File: src/rtl/sound_sequencer_if.sv
`default_nettype none
// +--------------------------------------------------------------------+
// | sound_sequencer_if : command/piezo bundle between GameLogic and the |
// | sound sequencer.                                       Rev 1.0     |
// +--------------------------------------------------------------------+
interface sound_sequencer_if;
  logic [1:0] sound_cmd;
  logic       mute;
  logic       piezo;
  logic [1:0] level;
  logic       busy;
  logic       drop;

  modport master (output sound_cmd, output mute,
                  input  piezo, input level, input busy, input drop);
  modport slave  (input  sound_cmd, input mute,
                  output piezo, output level, output busy, output drop);
endinterface
`default_nettype wire

File: src/rtl/sound_sequencer.sv
`default_nettype none
// +--------------------------------------------------------------------+
// | sound_sequencer : queues hit-sound commands and plays them as       |
// | fixed-length piezo tones separated by silent gaps. Optional         |
// | SND_PREEMPT_EN lets a miss cut short a PERFECT/GOOD tone.           |
// | Rev 1.0                                                             |
// +--------------------------------------------------------------------+
module sound_sequencer #(
  parameter int FIFO_DEPTH = 4,
  parameter int TONE_CYC   = 5000000,
  parameter int GAP_CYC    = 1000000,
  parameter int HP_PERFECT = 23877,
  parameter int HP_GOOD    = 31888,
  parameter int HP_MISS    = 127551
) (
  input  logic              clk,
  input  logic              rst,
  sound_sequencer_if.slave  bus
);
  localparam int MAX_A   = (TONE_CYC > GAP_CYC) ? TONE_CYC : GAP_CYC;
  localparam int MAX_B   = (HP_PERFECT > HP_GOOD) ? HP_PERFECT : HP_GOOD;
  localparam int MAX_C   = (MAX_B > HP_MISS) ? MAX_B : HP_MISS;
  localparam int MAX_CYC = (MAX_A > MAX_C) ? MAX_A : MAX_C;
  localparam int CW      = $clog2(MAX_CYC) + 1;
  localparam int AW      = $clog2(FIFO_DEPTH);
  localparam int NW      = AW + 1;

  localparam logic [CW-1:0] TONE_LAST = CW'(TONE_CYC - 1);
  localparam logic [CW-1:0] GAP_LAST  = CW'(GAP_CYC - 1);
  localparam logic [NW-1:0] FULL_CNT  = NW'(FIFO_DEPTH);

  typedef enum logic [1:0] {
    IDLE = 2'd0,
    TONE = 2'd1,
    GAP  = 2'd2
  } state_t;

  state_t          state, state_nx;
  logic [1:0]      mem [FIFO_DEPTH];
  logic [AW-1:0]   wr_ptr, wr_ptr_nx, rd_ptr, rd_ptr_nx;
  logic [NW-1:0]   count, count_nx;
  logic [CW-1:0]   dur_cnt, dur_cnt_nx, hp_cnt, hp_cnt_nx, hp_last;
  logic            phase, phase_nx;
  logic [1:0]      level, level_nx;
  logic            piezo, piezo_nx, busy, busy_nx, drop, drop_nx;
  logic            push, pop, full, accept, preempt;

  always_comb begin
    full = (count == FULL_CNT);
`ifdef SND_PREEMPT_EN
    preempt = (state == TONE) && (bus.sound_cmd == 2'd3) &&
              ((level == 2'd1) || (level == 2'd2));
`else
    preempt = 1'b0;
`endif
    push    = (bus.sound_cmd != 2'd0) && !preempt;
    // Pop is decided from the registered count only, so a fresh push is never bypassed.
    pop     = (state == IDLE) && (count != '0);
    accept  = push && (!full || pop);
    drop_nx = push && full && !pop;

    case (level)
      2'd1:    hp_last = CW'(HP_PERFECT - 1);
      2'd2:    hp_last = CW'(HP_GOOD - 1);
      default: hp_last = CW'(HP_MISS - 1);
    endcase

    state_nx   = state;
    level_nx   = level;
    dur_cnt_nx = dur_cnt;
    hp_cnt_nx  = hp_cnt;
    phase_nx   = phase;
    wr_ptr_nx  = wr_ptr + AW'(accept);
    rd_ptr_nx  = rd_ptr + AW'(pop);
    count_nx   = count + NW'(accept) - NW'(pop);

    case (state)
      IDLE: begin
        if (pop) begin
          state_nx   = TONE;
          level_nx   = mem[rd_ptr];
          dur_cnt_nx = '0;
          hp_cnt_nx  = '0;
          phase_nx   = 1'b0;
        end
      end
      TONE: begin
        if (preempt) begin
          level_nx   = 2'd3;
          dur_cnt_nx = '0;
          hp_cnt_nx  = '0;
          phase_nx   = 1'b0;
          rd_ptr_nx  = wr_ptr;
          count_nx   = '0;
        end else if (dur_cnt == TONE_LAST) begin
          state_nx   = GAP;
          level_nx   = 2'd0;
          dur_cnt_nx = '0;
          hp_cnt_nx  = '0;
          phase_nx   = 1'b0;
        end else begin
          dur_cnt_nx = dur_cnt + 1'b1;
          if (hp_cnt == hp_last) begin
            hp_cnt_nx = '0;
            phase_nx  = ~phase;
          end else begin
            hp_cnt_nx = hp_cnt + 1'b1;
          end
        end
      end
      GAP: begin
        if (dur_cnt == GAP_LAST) begin
          state_nx   = IDLE;
          dur_cnt_nx = '0;
        end else begin
          dur_cnt_nx = dur_cnt + 1'b1;
        end
      end
      default: state_nx = IDLE;
    endcase

    piezo_nx = phase_nx & ~bus.mute & (state_nx == TONE);
    busy_nx  = (state_nx != IDLE) || (count_nx != '0);
  end

  always_ff @(posedge clk) begin
    if (rst) begin
      state   <= IDLE;
      wr_ptr  <= '0;
      rd_ptr  <= '0;
      count   <= '0;
      dur_cnt <= '0;
      hp_cnt  <= '0;
      phase   <= 1'b0;
      level   <= 2'd0;
      piezo   <= 1'b0;
      busy    <= 1'b0;
      drop    <= 1'b0;
    end else begin
      state   <= state_nx;
      wr_ptr  <= wr_ptr_nx;
      rd_ptr  <= rd_ptr_nx;
      count   <= count_nx;
      dur_cnt <= dur_cnt_nx;
      hp_cnt  <= hp_cnt_nx;
      phase   <= phase_nx;
      level   <= level_nx;
      piezo   <= piezo_nx;
      busy    <= busy_nx;
      drop    <= drop_nx;
    end
  end

  always_ff @(posedge clk) begin
    if (accept) mem[wr_ptr] <= bus.sound_cmd;
  end

  assign bus.piezo = piezo;
  assign bus.level = level;
  assign bus.busy  = busy;
  assign bus.drop  = drop;
endmodule
`default_nettype wire

File: src/flat_wrapper.sv
// flat-port wrapper written by rule: the top's interface ports become plain ports
module sound_sequencer_flat 
#(
  parameter int FIFO_DEPTH = 4,
  parameter int TONE_CYC   = 5000000,
  parameter int GAP_CYC    = 1000000,
  parameter int HP_PERFECT = 23877,
  parameter int HP_GOOD    = 31888,
  parameter int HP_MISS    = 127551
)
  (clk, rst, bus_sound_cmd, bus_mute, bus_piezo, bus_level, bus_busy, bus_drop);
  sound_sequencer_if bus_i ();
  input  logic clk;
  input  logic rst;
  input wire logic [$bits(bus_i.sound_cmd)-1:0] bus_sound_cmd;
  input wire logic [$bits(bus_i.mute)-1:0] bus_mute;
  output wire logic [$bits(bus_i.piezo)-1:0] bus_piezo;
  output wire logic [$bits(bus_i.level)-1:0] bus_level;
  output wire logic [$bits(bus_i.busy)-1:0] bus_busy;
  output wire logic [$bits(bus_i.drop)-1:0] bus_drop;
  assign bus_i.sound_cmd = bus_sound_cmd;
  assign bus_i.mute = bus_mute;
  assign bus_piezo = bus_i.piezo;
  assign bus_level = bus_i.level;
  assign bus_busy = bus_i.busy;
  assign bus_drop = bus_i.drop;
  sound_sequencer #(.FIFO_DEPTH(FIFO_DEPTH), .TONE_CYC(TONE_CYC), .GAP_CYC(GAP_CYC), .HP_PERFECT(HP_PERFECT), .HP_GOOD(HP_GOOD), .HP_MISS(HP_MISS)) u_core (.clk(clk), .rst(rst), .bus(bus_i));
endmodule
File: config.mk
export PLATFORM = sky130hd
export DESIGN_NAME = sound_sequencer_flat
export DESIGN_NICKNAME = d
export VERILOG_FILES = /design/src/rtl/sound_sequencer_if.sv /design/src/rtl/sound_sequencer.sv /design/src/flat_wrapper.sv
export SDC_FILE = /design/constraint.sdc
export NUM_CORES = 1
export LEC_CHECK = 0
export BUFFER_PORTS_ARGS = -buffer_cell sky130_fd_sc_hd__buf_2
export CORE_UTILIZATION = 55
export DETAILED_ROUTE_END_ITERATION = 16
export GPL_ROUTABILITY_DRIVEN = 1
export PLACE_DENSITY_LB_ADDON = 0.2
export SETUP_SLACK_MARGIN = 0.3
export SLEW_MARGIN = 20
export SYNTH_ARGS = -nofsm -noshare
export SYNTH_HDL_FRONTEND = slang
export SYNTH_SLANG_ARGS = --single-unit
File: constraint.sdc
create_clock -name clk -period 3.3 [get_ports clk]
set_input_delay 0.66 -clock clk [delete_from_list [all_inputs] [get_ports clk]]
set_output_delay 0.66 -clock clk [all_outputs]
set_load 0.05 [all_outputs]
# Word level (Yosys, flattened, before mapping)

Memories as Yosys holds them, arrays and structs flattened. A register that Yosys moved wholly into a read port is not among the register bits.
Index checks and enable logic that the tools add are counted.

Logic and storage cells: 73
Flip-flop bits (word level): 63
Memories kept: 1
ROM bits: 0
Bits in writable memories: 8
Output and inout port bits: 5
Latch bits: 0

Memory list:

| memory     | words | bits a word | read ports | clocked after Yosys merged registers in | write ports | line                  | source |
|---|---|---|---|---|---|---|---|
| u_core.mem | 4     | 2           | 1          | 1                                       | 1           | sound_sequencer.sv:39 | `logic [1:0] mem [FIFO_DEPTH];` |

Reductions and logical operators: 18
Bitwise gates (word level): 4
Multiply operators: 0
Equal/unequal tests: 11
Div/mod/pow operators: 0
Shifts and indexed selects: 0
Muxes and demuxes: 22
$add $sub $neg: 6
Magnitude comparators: 0

Operator list:

| operator              | count |
|---|---|
| $mux 24               | 5 |
| $pmux 24 s3           | 1 |
| $add 24x1->24 const B | 2 |
| $pmux 24 s2           | 1 |
| $pmux 17 s2           | 1 |
| $eq 24x17->1          | 1 |
| $eq 24x20->1 const B  | 1 |
| $eq 24x23->1 const B  | 1 |
| $mux 2                | 6 |
| $reduce_bool 3->1     | 3 |
| $eq 2x1->1 const B    | 3 |
| $pmux 2 s3            | 1 |
| $reduce_bool 2->1     | 3 |
| $mux 1                | 5 |
| $add 2x1->2           | 2 |
| $eq 2x2->1 const B    | 2 |
| $logic_and 1x1->1     | 4 |
| $ne 2x1->1 const B    | 2 |
| $pmux 2 s2            | 1 |
| $reduce_and 2->1      | 2 |
| $add 3x1->3           | 1 |
| $eq 3x3->1 const B    | 1 |
| $reduce_and 3->1      | 1 |
| $sub 3x1->3           | 1 |
| 6 further kinds       | 10 |

# Logic depth before layout (Yosys ltp)

Word-level depth: 8
Gate-level depth with buffers: 13
Depth with buffers taken out: 12

# Least setup slack after synthesis

No wires, ideal clock.

Kind: flip-flop to flip-flop
Start point: register u_core.level[0] (netlist: u_core.bus.level[0])
End point: register u_core.hp_cnt[18]
Stages on the path, launching flop included: 10
Period minus slack after synthesis: 2.915 ns
Path slack: 0.385 ns
Path buffers: 1
Data arrival time: 2.794 ns
Setup time: 0.121 ns
Cell sequence: dfxtp_1 > inv_1 > ha_1 > nor4_1 > o22ai_1 > a2111oi_0 > or2_1 > buf_2 > o31ai_1 > mux2_2

Word-level cells in the longest chain between the ends: 6

Ends and longest elaborated chain:

| element                                  | line                   | source |
|---|---|---|
| start, declared                          | sound_sequencer.sv:44  | `logic [1:0] level, level_nx;` |
| start signal, assigned                   | sound_sequencer.sv:147 | `level <= level_nx;` |
| $eq 2x2->1 or $eq 2x1->1 (tied branches) | sound_sequencer.sv:62  | `case (level)` |
| $pmux 17 s2 (*)                          | sound_sequencer.sv:62  |  |
| $eq 24x17->1 (*)                         | sound_sequencer.sv:103 | `if (hp_cnt == hp_last) begin` |
| $mux 24 (*)                              | sound_sequencer.sv:103 |  |
| $mux 24 (*)                              | sound_sequencer.sv:95  | `end else if (dur_cnt == TONE_LAST) begin` |
| $pmux 24 s2 (*)                          | sound_sequencer.sv:77  | `case (state)` |
| end signal, assigned                     | sound_sequencer.sv:145 | `hp_cnt <= hp_cnt_nx;` |
| end, declared                            | sound_sequencer.sv:42  | `logic [CW-1:0] dur_cnt, dur_cnt_nx, hp_cnt, hp_cnt_nx, hp_last;` |

Every way passes the cells marked *; elsewhere a longest branch is shown, timed or not.
A chain may end at the register's enable or synchronous reset.

# Final worst setup path

Start point: register u_core.state[1]
End point: register u_core.busy (netlist: u_core.bus.busy)

Word-level cells in the longest chain between the ends: 8

Ends and longest elaborated chain:

| element                | line                                         | source |
|---|---|---|
| start, declared        | sound_sequencer.sv:38                        | `state_t state, state_nx;` |
| start signal, assigned | sound_sequencer.sv:140                       | `state <= state_nx;` |
| $logic_not 2->1        | sound_sequencer.sv:58, sound_sequencer.sv:77 |  |
| $logic_and 1x1->1      | sound_sequencer.sv:58                        | `pop = (state == IDLE) && (count != '0);` |
| $logic_or 1x1->1       | sound_sequencer.sv:59                        | `accept = push && (!full \|\| pop);` |
| $logic_and 1x1->1      | sound_sequencer.sv:59                        |  |
| $add 3x1->3            | sound_sequencer.sv:75                        | `count_nx = count + NW'(accept) - NW'(pop);` |
| $sub 3x1->3            | sound_sequencer.sv:75                        |  |
| $reduce_bool 3->1      | sound_sequencer.sv:123                       | `busy_nx = (state_nx != IDLE) \|\| (count_nx != '0);` |
| $logic_or 1x1->1 (*)   | sound_sequencer.sv:123                       |  |
| end signal, assigned   | sound_sequencer.sv:149                       | `busy <= busy_nx;` |
| end, declared          | sound_sequencer.sv:45                        | `logic piezo, piezo_nx, busy, busy_nx, drop, drop_nx;` |

Marks and branches as above.

==> summary by stage <==
CTS
The hold buffer count at cts is 0. For the worst-skew pair, the clock arrives at the later sink with an insertion delay of around 0.35 ns. After clock tree synthesis, the clock-pin slew on the worst setup and hold paths is 0.07 ns. The clock tree from TritonCTS is done.

In this run, CTS created clock tree buffers numbering 9. The clock sink count is 71. The clock passes through at most 2 buffers.

The tree is rooted in a sky130_fd_sc_hd__clkbuf_8. The H-tree generated during clock tree synthesis spans 3 levels.

Yosys
Counting distinct cell types in the post-synthesis netlist gives 57. The number of synthesized flops with an enable pin is 8. Dividing the synthesized area by the synthesized cell count gives 8.61 um2.

The synthesized instance count is 434. In this run, synthesis produced a sequential element count of 71. The sequential fraction of the synthesis area is 0.402. The post-synthesis cell type with the largest combined area is sky130_fd_sc_hd__dfxtp_1. By area the synthesized netlist is led by sky130_fd_sc_hd__dfxtp_1 34%, sky130_fd_sc_hd__edfxtp_1 6.4%, sky130_fd_sc_hd__nor2_1 5.9%, sky130_fd_sc_hd__xnor2_1 4.5%, sky130_fd_sc_hd__ha_1 4.0%. The Yosys step of the flow raised 0 warnings. The primary flip-flop cell chosen by synthesis mapping is sky130_fd_sc_hd__dfxtp_1. The area share of the largest cell type after synthesis is 0.338.

The post-synthesis net count is 452. The summed instance area of the synthesized netlist is 3740 um2. Counting flops with an async set or reset pin after synthesis yields a share of 0.

Placed design
The count of buffers added on input and output ports is 9. Routability-driven placement finished with a final weighted congestion of 0.851. After legalization and detailed placement, the total HPWL measured between 5 and 6 mm.

Timing
At the pin with the least slew margin, the transition time is roughly 0.70 ns. The setup TNS is 0 ns. The number of max-slew violations in the final report is 0.

The headroom to the max-slew limit is 0.529. The number of setup violations in the final report is 0. The maximum clock skew at final layout is between 0.01 and 0.015 ns. The hold violation total from the final report is 0. Setup repair after global routing could not meet its margin everywhere. The final-layout worst hold slack is between 0.4 and 0.5 ns. For the finished layout, the period the worst path requires is 2.79 ns. The maximum achievable frequency is 359 MHz.

The final cycle utilization of the critical path is 0.844.

Setup path
Data on the critical path is required at its endpoint by ~3.5 ns. The worst setup path is of the flip-flop to flip-flop kind. The top cell family by delay on the critical path is adder cells. The worst setup path is launched from a flip-flop. STA classifies the critical path endpoint as a flip-flop. In this run the critical register-to-register path is launched from u_core.state[1]. The biggest cell delay along the critical path is 0.38 ns. The number of buffer and inverter stages on the critical path is 3. For the worst setup path, the data arrival time is roughly 3.0 ns. The worst register-to-register path has a setup slack of 0.51 ns. The signal on the critical path passes through inv_1 > ha_2 > nor2b_1 > ha_1 > inv_1 > ha_1 > inv_1 > fa_1 > xnor2_1 > xnor2_1 > nor3b_1 > a31oi_1. In this run the worst path has a maximum fanout of 10. For the worst flop-to-flop path, the logic depth is 12.

The reg-to-reg critical path endpoint is u_core.bus.busy. The slowest stage of the critical path is the sky130_fd_sc_hd__fa_1 cell. The most prevalent standard cell on the critical path is sky130_fd_sc_hd__inv_1.

Layout
Leaving out fill and tap cells, the most frequent cell in the layout is sky130_fd_sc_hd__dfxtp_1. The layout-stage area growth over the synthesis result is 8.54%. The fraction of layout instances using a drive strength above 1 is 0.0982. The library cells used most frequently in the layout, excluding fill and tap cells, are 63 x sky130_fd_sc_hd__dfxtp_1, 59 x sky130_fd_sc_hd__nor2_1, 34 x sky130_fd_sc_hd__nand2_1.

0 antenna diodes ended up in the layout. The number of nets in the finished design is 461.

Floorplanning
The floorplan step defined a die boundary enclosing 7130 um2. The number of top-level pins is 10. The die boundary width is approximately 84 um. The core area is 6460 um2. The initial utilization of the core area, before any placement, comes to 0.578.

The die boundary height is between 80 and 90 um. Row generation in the floorplan step produced 29 rows.

Route
The total routed wirelength is 7.89 mm. The post-detailed-route wirelength per cell is 15.0 um. Across all layers, the routed design uses approximately 3.1k vias. Using the TritonRoute via totals, the vias-per-cell ratio works out to about 6. In the routed design, unresolved DRC markers number 0. The initial DRC count is between 150 and 200. Once detail routing completed, the nets flagged for antenna violations numbered 0. The number of optimization iterations in the first detailed-route pass is 4.

Power
Summed over all cells, the static leakage comes to 1.36 nW. Dividing total power by cell area gives a power density of 672 nW/um2. The overall power is 2.72 mW. IR analysis of the VDD net gives a maximum drop of 0.000586 V.

Run
The max-cap violation count is 0.

Global routing
Entering global routing, the biggest net connects 31 pins. The sum of overflow across all layers after global routing is 0. The number of antenna violations at the first check in global routing was 0. The via count of the first global-routing pass is 2912.

In the global route stage, overall resource usage came out at 0.237. The first global-routing pass estimated 13.4 mm of wire.

Min path
The endpoint of the worst hold path is u_core.hp_cnt[23]. The classification of the worst-slack hold path is flip-flop to flip-flop. The number of cells on the worst hold path is 2. In this run the most critical hold path is launched from u_core.hp_cnt[23].

Status
The run finished with clean final reports.
per-stage QoR:
step / std cells / worst slack [ns] / cell area (um2) / util
after floorplan: 434 / 0.385 / 3740 / -
after global placement: 509 / 0.522 / 3830 / 0.592
after detailed placement: 509 / 0.365 / 3830 / 0.592
after CTS: 525 / 0.360 / 4040 / 0.626
after global routing: 525 / 0.281 / 4060 / 0.628
final: 525 / 0.514 / 4060 / 0.628
area by class of cell:
type / count / area [um2]
inverters: 15 / 56.3
well taps: 77 / 96.3
fillers: 563 / 2400
repair buffers: 12 / 67.6
flip-flops and latches: 71 / 1500
multi-input cells: 334 / 2120
clock inverters: 6 / 86.3
clock buffers: 10 / 128
sequential cells by signal, indices dropped and copies added, names as in the netlist:
register / cells
u_core.bus.level: 2
u_core.bus.busy: 1
u_core.count: 3
u_core.phase: 1
u_core.mem: 8
u_core.wr_ptr: 2
u_core.dur_cnt: 24
u_core.bus.piezo: 1
u_core.bus.drop: 1
u_core.state: 2
u_core.hp_cnt: 24
u_core.rd_ptr: 2
cell usage after synthesis (all sizes together), types with 2 or more instances:
| cell | n |
|---|---|
| or3 | 3 |
| xor2 | 9 |
| nor4b | 2 |
| o21ai | 26 |
| clkbuf | 8 |
| o211ai | 2 |
| buf | 6 |
| xnor2 | 19 |
| nand2 | 34 |
| dfxtp | 63 |
| nand4 | 8 |
| nor3 | 22 |
| nand4b | 2 |
| nor3b | 9 |
| ha | 12 |
| inv | 15 |
| a21o | 4 |
| nor4bb | 2 |
| o31ai | 5 |
| nand3b | 3 |
| a21oi | 13 |
| a22oi | 3 |
| nand2b | 5 |
| a2bb2oi | 2 |
| or2 | 3 |
| and3 | 9 |
| nor2 | 59 |
| mux4 | 2 |
| a31oi | 7 |
| and2 | 2 |
| or4b | 5 |
| nand3 | 25 |
| edfxtp | 8 |
| and4 | 3 |
| nor2b | 15 |
| nor4 | 6 |
logic make-up (layout without fill, tap and decap cells):
group / count (synthesis) / in the layout / synth area share
xor gates and xnor gates: 28 / 28 / 0.0656
adders and majority gates: 13 / 13 / 0.0455
muxes: 3 / 3 / 0.0151
and+or+nand+nor: 219 / 219 / 0.310
buffers and inverters: 29 / 43 / 0.0348
AOI/OAI and AO/OA: 71 / 71 / 0.127
DFF: 71 / 71 / 0.402
per-layer routing:
layer / up-vias / global-route usage / wire length (um)
met5: - / 0 / 0
met4: 0 / 0.131 / 196
met3: 17 / 0.0521 / 320
met2: 68 / 0.365 / 3670
met1: 1490 / 0.310 / 3700
li1: 1569 / - / -
report_power, final:
part / switching [mW] / internal, mW
Combinational: 0.603 / 0.337
Sequential: 0.0802 / 0.951
Clock: 0.328 / 0.424
Total: 1.01 / 1.71
repair_timing:
action,4_1_cts,5_1_grt
setup endpoints to repair,0,17
endpoints found under the hold margin,0,0
gates resized for setup,0,4
buffers inserted,0,0
worst reg2reg max path: cells and delay by family, from the launching register on:
family / cells / cell delay, ns
simple gates: 2 / 0.56
fa+ha+maj: 4 / 1.12
compound gates: 1 / 0.11
xor+xnor: 2 / 0.30
flops: 1 / 0.33
buf+inv: 3 / 0.24
worst max path at each step:
stage	start	to	slack, ns	cells after the start
floorplan	u_core.bus.level[0]	u_core.hp_cnt[18]	0.39	9
global placement	u_core.state[0]	u_core.bus.busy	0.52	12
detailed placement	u_core.state[1]	u_core.bus.busy	0.36	12
CTS	u_core.state[0]	u_core.bus.busy	0.36	12
global route	u_core.state[1]	u_core.bus.busy	0.28	12
finish	u_core.state[1]	u_core.bus.busy	0.51	12
(Power assumes the default switching activity.)
